File: config.mk
export PLATFORM = sky130hd
export DESIGN_NAME = apb_req_arbiter
export DESIGN_NICKNAME = d
export VERILOG_FILES = /design/src/rtl/apb_req_arbiter.sv
export SDC_FILE = /design/constraint.sdc
export NUM_CORES = 1
export LEC_CHECK = 0
export BUFFER_PORTS_ARGS = -buffer_cell sky130_fd_sc_hd__buf_2
export CORE_AREA = 2 2 114 116
export CTS_CLUSTER_DIAMETER = 100
export DETAILED_ROUTE_END_ITERATION = 8
export DIE_AREA = 0 0 116 118
export PLACE_DENSITY_LB_ADDON = 0.08
export SETUP_SLACK_MARGIN = 0.2
export SKIP_CTS_REPAIR_TIMING = 1
export SYNTH_ARGS = -nofsm -noshare
export SYNTH_HDL_FRONTEND = slang
export SYNTH_SLANG_ARGS = --single-unit
export TNS_END_PERCENT = 30
File: constraint.sdc
create_clock -name pclk -period 2.7 [get_ports pclk]
set_clock_uncertainty 0.15 [all_clocks]
set_input_delay 0.135 -clock pclk [delete_from_list [all_inputs] [get_ports pclk]]
set_output_delay 0.135 -clock pclk [all_outputs]
set_load 0.01 [all_outputs]
File: src/rtl/apb_req_arbiter.sv
// ---------------------------------------------------------------------------
// apb_req_arbiter
//
// Round-robin arbiter that shares one APB master requester port among
// NUM_REQ independent clients. One APB transfer is in flight at a time;
// completion is detected by watching psel/penable/pready on the bus, and a
// WAIT phase longer than TIMEOUT_CYCLES (0 = never) ends with an error.
//
// Ports
//   pclk, presetn          clock, asynchronous active-low reset
//   req_valid[i]           client i has a command (held until req_ready[i])
//   req_write[i]           1 = write, 0 = read
//   req_addr / req_wdata   flattened per-client address / write data
//   req_ready              one-hot accept pulse (ISSUE cycle)
//   req_done               one-hot completion pulse (DONE cycle)
//   req_err, req_rdata     result of the last transfer, held until next DONE
//   m_transfer             one-cycle start strobe to the APB master
//   m_read_write, m_addr,
//   m_wdata                command to the APB master, held ISSUE..WAIT
//   m_rdata                read data from the APB master
//   apb_psel/penable/pready  bus monitor inputs
// ---------------------------------------------------------------------------
module apb_req_arbiter #(
    parameter int NUM_REQ        = 4,
    parameter int ADD_WIDTH      = 9,
    parameter int WIDTH          = 32,
    parameter int TIMEOUT_CYCLES = 64
) (
    input  logic                         pclk,
    input  logic                         presetn,
    input  logic [NUM_REQ-1:0]           req_valid,
    input  logic [NUM_REQ-1:0]           req_write,
    input  logic [NUM_REQ*ADD_WIDTH-1:0] req_addr,
    input  logic [NUM_REQ*WIDTH-1:0]     req_wdata,
    output logic [NUM_REQ-1:0]           req_ready,
    output logic [NUM_REQ-1:0]           req_done,
    output logic                         req_err,
    output logic [WIDTH-1:0]             req_rdata,
    output logic                         m_transfer,
    output logic                         m_read_write,
    output logic [ADD_WIDTH-1:0]         m_addr,
    output logic [WIDTH-1:0]             m_wdata,
    input  logic [WIDTH-1:0]             m_rdata,
    input  logic                         apb_psel,
    input  logic                         apb_penable,
    input  logic                         apb_pready
);

    localparam int IDX_W = $clog2(NUM_REQ);
    localparam int CNT_W = (TIMEOUT_CYCLES > 1) ? $clog2(TIMEOUT_CYCLES) : 1;
    localparam bit TIMEOUT_EN = (TIMEOUT_CYCLES != 0);

    localparam logic [IDX_W:0]   NUM_REQ_EXT = (IDX_W + 1)'(NUM_REQ);
    localparam logic [IDX_W-1:0] LAST_IDX    = IDX_W'(NUM_REQ - 1);
    // Counter value during the last permitted WAIT cycle.
    localparam logic [CNT_W-1:0] CNT_LAST    = CNT_W'(TIMEOUT_CYCLES - 1);

    typedef enum logic [1:0] {
        ST_IDLE,
        ST_ISSUE,
        ST_WAIT,
        ST_DONE
    } state_t;

    state_t state, state_next;

    logic [IDX_W-1:0]     rr_ptr;
    logic [IDX_W-1:0]     grant;
    logic                 lat_write;
    logic [ADD_WIDTH-1:0] lat_addr;
    logic [WIDTH-1:0]     lat_wdata;
    logic [CNT_W-1:0]     wait_cnt;
    logic [WIDTH-1:0]     rdata_q;
    logic                 err_q;

    // Unflatten the per-client command buses.
    logic [ADD_WIDTH-1:0] addr_arr  [NUM_REQ];
    logic [WIDTH-1:0]     wdata_arr [NUM_REQ];

    for (genvar i = 0; i < NUM_REQ; i++) begin : g_unpack
        assign addr_arr[i]  = req_addr[i*ADD_WIDTH +: ADD_WIDTH];
        assign wdata_arr[i] = req_wdata[i*WIDTH +: WIDTH];
    end

    // Round-robin pick: first valid client at or above rr_ptr, wrapping.
    logic             pick_found;
    logic [IDX_W-1:0] pick_idx;
    logic [IDX_W:0]   cand_sum;
    logic [IDX_W-1:0] cand;

    // NOTE: every variable written in always_comb gets a default first so no
    // path through the block leaves it unassigned (which would infer a latch).
    always_comb begin
        pick_found = 1'b0;
        pick_idx   = rr_ptr;
        cand_sum   = '0;
        cand       = '0;
        for (int k = 0; k < NUM_REQ; k++) begin
            cand_sum = {1'b0, rr_ptr} + (IDX_W + 1)'(k);
            if (cand_sum >= NUM_REQ_EXT) begin
                cand_sum = cand_sum - NUM_REQ_EXT;
            end
            cand = cand_sum[IDX_W-1:0];
            if (!pick_found && req_valid[cand]) begin
                pick_found = 1'b1;
                pick_idx   = cand;
            end
        end
    end

    logic completion;
    logic timeout_hit;

    assign completion  = apb_psel & apb_penable & apb_pready;
    assign timeout_hit = TIMEOUT_EN && (wait_cnt == CNT_LAST);

    // NOTE: sequential state uses non-blocking assignments so every flop
    // samples the pre-edge values regardless of statement order.
    always_ff @(posedge pclk or negedge presetn) begin
        if (!presetn) begin
            state <= ST_IDLE;
        end else begin
            state <= state_next;
        end
    end

    always_comb begin
        state_next = state;
        unique case (state)
            ST_IDLE:  if (pick_found) state_next = ST_ISSUE;
            ST_ISSUE: state_next = ST_WAIT;
            // Completion is checked first so it wins over a same-cycle timeout.
            ST_WAIT:  if (completion || timeout_hit) state_next = ST_DONE;
            ST_DONE:  state_next = ST_IDLE;
            default:  state_next = ST_IDLE;
        endcase
    end

    always_ff @(posedge pclk or negedge presetn) begin
        if (!presetn) begin
            rr_ptr    <= '0;
            grant     <= '0;
            lat_write <= 1'b0;
            lat_addr  <= '0;
            lat_wdata <= '0;
            wait_cnt  <= '0;
            rdata_q   <= '0;
            err_q     <= 1'b0;
        end else begin
            unique case (state)
                ST_IDLE: begin
                    if (pick_found) begin
                        grant     <= pick_idx;
                        lat_write <= req_write[pick_idx];
                        lat_addr  <= addr_arr[pick_idx];
                        lat_wdata <= wdata_arr[pick_idx];
                    end
                end
                ST_WAIT: begin
                    if (completion) begin
                        rdata_q <= lat_write ? '0 : m_rdata;
                        err_q   <= 1'b0;
                    end else if (timeout_hit) begin
                        rdata_q <= '0;
                        err_q   <= 1'b1;
                    end else begin
                        wait_cnt <= wait_cnt + CNT_W'(1);
                    end
                end
                ST_DONE: begin
                    rr_ptr   <= (grant == LAST_IDX) ? '0 : grant + IDX_W'(1);
                    wait_cnt <= '0;
                end
                default: ;
            endcase
        end
    end

    // Outputs are pure decodes of the state register and latched command, so
    // they drop to zero the moment presetn asserts.
    logic bus_active;

    assign bus_active   = (state == ST_ISSUE) || (state == ST_WAIT);
    assign m_transfer   = (state == ST_ISSUE);
    assign m_read_write = bus_active & lat_write;
    assign m_addr       = bus_active ? lat_addr  : '0;
    assign m_wdata      = bus_active ? lat_wdata : '0;
    assign req_ready    = (state == ST_ISSUE) ? (NUM_REQ'(1) << grant) : '0;
    assign req_done     = (state == ST_DONE)  ? (NUM_REQ'(1) << grant) : '0;
    assign req_rdata    = rdata_q;
    assign req_err      = err_q;

endmodule

==> results_dict.tcl, run 1 <==
set metrics [dict create \
    post-route-period-util 0.8728 \
    vias 5644 \
    path_class "reg -> reg" \
    clk_pin_slew_ps 60 \
    routed_wl_mm 18.18 \
    ys_top_cells_by_area "dfrtp_1 (39%), a211oi_2 (11%), mux2i_1 (7.9%), nor4b_1 (6.6%), and2_1 (5.6%)" \
    violations "hold timing" \
    grt-ovfl-total 0 \
    grt_pass1_vias 5714 \
    tns_ps 0 \
    cp-endpoint "lat_addr[0]$_DFFE_PN0P_" \
    row_count 41 \
    slew_violations 0 \
    place_area_um2 7196 \
    slew_headroom 0.6347 \
    dp_hpwl_mm 12.69 \
    drc 0 \
    tightestPinTransition_ps 540.8 \
    via_per_inst 5.365 \
    p_leak_nw 3.874 \
    netlist_area_um2 5588 \
    syn_avg_cell_area_um2 9.718 \
    core-area_um2 12410 \
    cts_tree "done" \
    die_h_um 118 \
    synth_top_cell_by_area "dfrtp_1" \
    insertedDiodeCount 0 \
    drive_above_1_share 0.4364 \
    grt_pass1_wl_mm 28.21 \
    die_x_um 116 \
    cp-start-kind "register" \
    start_util 0.4501 \
    worstPathMaxFanout 67 \
    whs_ps -32.00 \
    max_cap_viol_count 0 \
    clock_latency_ps 340 \
    grt_max_degree 68 \
    final-hold-violation-count 15 \
    r2r_cells 6 \
    cts-htree-levels 3 \
    ant_nets 0 \
    num_io_pins 293 \
    p_per_area_nw_per_um2 967.4 \
    synth_top_area_frac 0.3896 \
    ys_warn_count 0 \
    antenna_found_initial 0 \
    cp.required_ps 2780 \
    min-delay-path-class "in -> reg" \
    gp_congestion 0.8096 \
    vdd_ir_drop_max_uv 532.5 \
    yosysUniqueCellTypes 38 \
    port_buffers 292 \
    post_drt_wl_per_cell_um 17.28 \
    ys_seq_area_frac 0.3896 \
    die_area_um2 13690 \
    finalNetCount 1098 \
    fillCellCount 1097 \
    ctsLongestPathBuffers 2 \
    cts_root_buf "clkbuf_16" \
    cp.arrival_ps 2440 \
    first_pass_iters 4 \
    track_usage 0.2595 \
    numCtsBuffers 9 \
    status "complete, but fails checks" \
    reg2reg_slack_ps 340 \
    rsz0062_at_grt "no" \
    finalSetupViolCount 0 \
    startpoint "rr_ptr[0]$_DFFE_PN0P_" \
    min_period_ps 2357 \
    drt-initial-drc-count 281 \
    reg2reg_to "lat_addr[0]$_DFFE_PN0P_" \
    ys_ff_latch 87 \
    synthCells 575 \
    syn_nets 794 \
    design_area_um2 7828 \
    syn2layout_area_growth_pct 40.08 \
    cts.sinks 87 \
    cp-end-kind "register" \
    timing.fmax_mhz 424.3 \
    reg2reg_from "rr_ptr[0]$_DFFE_PN0P_" \
]
-- cell usage in the layout, fill, tap and decap left out, types with 6 or more instances in the layout --
| cell | instances |
|---|---|
| a211oi_1 | 35 |
| a211oi_2 | 49 |
| and2_1 | 50 |
| buf_2 | 291 |
| buf_4 | 15 |
| clkbuf_16 | 9 |
| dfrtp_1 | 87 |
| dlygate4sd3_1 | 39 |
| ha_1 | 10 |
| inv_1 | 6 |
| mux2i_1 | 44 |
| nand2_1 | 44 |
| nand3_1 | 32 |
| nor2_1 | 46 |
| nor4b_1 | 42 |
| o21ai_0 | 27 |
| o21ai_1 | 15 |
-- worst min-delay path by stage --
stage | from | to | slack, ps | cells past startpoint
2_1_floorplan | presetn | grant[0]$_DFFE_PN0P_ | -310 | 0
3_3_place_gp | presetn | req_rdata[30]$_DFFE_PN0P_ | 5 | 1
6_report | req_wdata[33] | lat_wdata[1]$_DFFE_PN0P_ | -30 | 3
3_5_place_dp | presetn | req_rdata[30]$_DFFE_PN0P_ | 6 | 1
4_1_cts | presetn | lat_wdata[29]$_DFFE_PN0P_ | -360 | 1
5_1_grt | req_addr[14] | lat_addr[5]$_DFFE_PN0P_ | 0.4 | 3
-- cell usage after synthesis --
library cell / n
a31oi_1: 1
ha_1: 10
buf_4: 3
a21oi_1: 2
nand2_1: 44
nand3_1: 32
a211oi_2: 49
buf_1: 3
buf_6: 3
a41oi_1: 1
o21a_1: 1
a311oi_2: 1
buf_12: 3
o21ai_0: 27
buf_2: 5
o2111ai_1: 1
nor2_1: 47
nor2b_1: 2
nor2b_4: 1
a21boi_1: 2
inv_1: 6
nand4_1: 1
nand2b_1: 2
a21o_1: 1
or3_1: 2
mux2i_1: 44
and3_1: 5
clkbuf_1: 38
o32a_1: 1
o21ai_1: 15
a211oi_1: 35
and2_1: 50
dfrtp_1: 87
o41ai_1: 1
xor2_1: 4
mux2_2: 2
buf_8: 1
nor4b_1: 42
-- report_power, final --
group / internal [W] / switching (W) / total (W)
clock network: 0.000601 / 0.000483 / 0.00108
registers: 0.00176 / 0.000262 / 0.00203
logic: 0.00190 / 0.00257 / 0.00446
total: 0.00426 / 0.00331 / 0.00757
-- stage by stage --
step,util,setup WS (ps),instances,total power (W)
final,0.6305,343.4,1052,0.007572
after global routing,0.6305,263.0,1052,0.008163
after CTS,0.5991,365.7,1013,0.007597
after detailed placement,0.5796,352.4,1001,0.006485
after global placement,0.5796,481.1,1001,0.006403
after floorplan,-,513.4,575,0.004988
-- cell families after synthesis --
family          count (synthesis)  synth area share
flops                          87            0.3896
buf+inv                        62           0.05956
simple gates                  228            0.2275
fa+ha+maj                      10           0.02239
mux                            46           0.08285
compound gates                138            0.2118
xor+xnor                        4          0.006269
-- flip-flops by register name, indices dropped and copies added (netlist names) --
register / cells
state: 2
req_err: 1
grant: 2
req_rdata: 32
lat_addr: 9
wait_cnt: 6
lat_wdata: 32
lat_write: 1
rr_ptr: 2
-- per-layer routing --
| metal | up-vias | GRT usage | part of all wire |
|---|---|---|---|
| met4 | 0 | 0.08631 | 0.025 |
| met3 | 34 | 0.04995 | 0.056 |
| li1 | 2691 | - | - |
| met2 | 225 | 0.4554 | 0.52 |
| met1 | 2694 | 0.3151 | 0.40 |
| met5 | - | 0 | 0 |
-- worst max-delay path: stages, from the launching register on --
cell	delay [ps]
dfrtp_1	450
nand2b_1	230
a21oi_4	140
or3_4	350
buf_12	400
mux2i_1	140
a211oi_1	290
-- layout make-up --
type | count | area [um2] | share of cell area
multi-input cells | 426 | 3132 | 0.4001
flip-flops and latches | 87 | 2177 | 0.2781
repair buffers | 349 | 2039 | 0.2606
clock buffers | 10 | 229.0 | 0.02925
well taps | 172 | 215.2 | 0.02749
inverters | 6 | 22.52 | 0.002877
clock inverters | 2 | 12.51 | 0.001598
No activity file was read; power rests on OpenSTA's default activity.
==> inputs of run 2 (changes only) <==
- CAP_MARGIN: unset -> 20
- CORE_AREA: 2 2 114 116 -> 2 2 113 115
- CTS_BUF_LIST: unset -> sky130_fd_sc_hd__clkbuf_2 sky130_fd_sc_hd__clkbuf_4 sky130_fd_sc_hd__clkbuf_8
- DIE_AREA: 0 0 116 118 -> 0 0 115 117
==> run 2 against run 1 <==
Effect of this change:
- the flow still finishes with violations (hold timing)
- fmax decreased by 1.8%
- combinational power is 1% higher
- final cell count rose by 2.2%
- non-clock buffer count is 41 higher
- largest cell class unchanged
- die area down 1.7%
- sequential share of layout area decreased by 1.2 points
- critical path type unchanged
- count of clock-buffer cells in the layout is 1 lower
- worst setup slack got worse by 44 ps
- first-iteration DRC count rose by 12%
==> results_dict.tcl, run 2 (synthesis results as in run 1) <==
set metrics [dict create \
    status "complete, but fails checks" \
    violations "hold timing" \
    port_buffers 292 \
    cp-start-kind "register" \
    cts-htree-levels 3 \
    num_io_pins 293 \
    post-route-period-util 0.8892 \
    hold_start "req_wdata[2]" \
    clk_pin_slew_ps 90 \
    clock_latency_ps 350 \
    setup_ws_ps 299.1 \
    final-hold-violation-count 24 \
    start_util 0.4539 \
    routed_wl_mm 18.92 \
    slew_violations 0 \
    first_pass_iters 7 \
    drc 0 \
    syn2layout_area_growth_pct 46.22 \
    grt_max_degree 53 \
    min_period_ps 2401 \
    row_count 41 \
    final_common_cell "buf_2" \
    grt_pass1_wl_mm 26.86 \
    numCtsBuffers 9 \
    cts_root_buf "clkbuf_8" \
    layout_common_cells "buf_2 (291), dfrtp_1 (87), dlygate4sd3_1 (81), and2_1 (50), a211oi_2 (49)" \
    cts.sinks 87 \
    via_per_inst 5.515 \
    timing.fmax_mhz 416.5 \
    dp_hpwl_mm 12.71 \
    die_x_um 115 \
    max_cap_viol_count 0 \
    cp.required_ps 2820 \
    final_util 0.6636 \
    cp.arrival_ps 2520 \
    tns_ps 0 \
    reg2reg_from "rr_ptr[0]$_DFFE_PN0P_" \
    finalSetupViolCount 0 \
    top_layer "met4" \
    drt-initial-drc-count 315 \
    cts_tree "done" \
    tightestPinTransition_ps 848.0 \
    wl_met3_mm 1.091 \
    insertedDiodeCount 0 \
    dp_slack_ps 334.3 \
    die_h_um 117 \
    grt-ovfl-total 0 \
    wl_met1_mm 7.523 \
    p_leak_nw 4.018 \
    startpoint "rr_ptr[0]$_DFFE_PN0P_" \
    core-area_um2 12310 \
    ant_nets 0 \
    vias 5929 \
    cp-end-kind "register" \
    vdd_ir_drop_max_uv 654.5 \
    post_drt_wl_per_cell_um 17.60 \
    rsz0062_at_grt "no" \
    p_per_area_nw_per_um2 925.1 \
    reg2reg_slack_ps 300 \
    gp_congestion 0.8016 \
    worstPathMaxFanout 52 \
    die_area_um2 13460 \
    track_usage 0.2543 \
    met2WireLength_mm 9.853 \
    drive_above_1_share 0.4184 \
    slew_headroom 0.4346 \
    finalNetCount 1139 \
    ctsLongestPathBuffers 2 \
    antenna_found_initial 0 \
    whs_ps -39.24 \
    min-delay-path-class "in -> reg" \
    grt_pass1_vias 5575 \
    path_class "reg -> reg" \
]
run 2: cell count changes in the layout (fill, tap and decap cells not counted), sizes merged:
cell / change
buf: -1
clkinvlp: +2
bufinv: +2
inv: +1
dlygate4sd3: +42
clkbuf: -1
run 2: routing by layer:
layer	GRT usage	vias up
met3	0.04119	40
met2	0.4478	263
met4	0.1084	0
met5	0	-
li1	-	2780
met1	0.3100	2846
run 2: area by class of cell:
cell class | instances | area, um2
inverter | 6 | 22.52
fill | 989 | 4141
clock inverter | 7 | 96.34
clock buffer | 9 | 123.9
sequential | 87 | 2177
timing repair buffer | 390 | 2427
tap | 150 | 187.7
multi-input combinational | 426 | 3136
run 2: path summary, 6_finish.rpt:
path | end | depth (start not counted)
min | lat_wdata[2]$_DFFE_PN0P_ | 3
max | lat_wdata[3]$_DFFE_PN0P_ | 6
max in group asynchronous | lat_wdata[30]$_DFFE_PN0P_ | 3
min in group asynchronous | req_rdata[27]$_DFFE_PN0P_ | 2
max reg2reg | lat_wdata[3]$_DFFE_PN0P_ | 6
min reg2reg | req_rdata[6]$_DFFE_PN0P_ | 2
run 2: per-stage QoR:
step	instances	total power, W	cell area [um2]	hold slack (ps)
2_1_floorplan	575	0.004988	5588	-310.6
3_3_place_gp	978	0.006371	7134	38.92
3_5_place_dp	978	0.006459	7134	39.57
4_1_cts	994	0.007496	7355	-358.4
5_1_grt	1075	0.008119	8170	-0.6781
6_report	1075	0.007558	8170	-39.24
run 2: critical path: stages (launching register included):
cell and delay, ps:
dfrtp_1 470, nand2b_1 230, a21oi_4 160, or3_4 140, buf_4 640, mux2i_1 210, a211oi_1 270
run 2: where the power goes:
part	internal [W]	switching, W	leakage, nW
combinational	0.00190	0.00261	2.84
clock	0.000523	0.000496	0.102
sequential	0.00176	0.000274	1.07
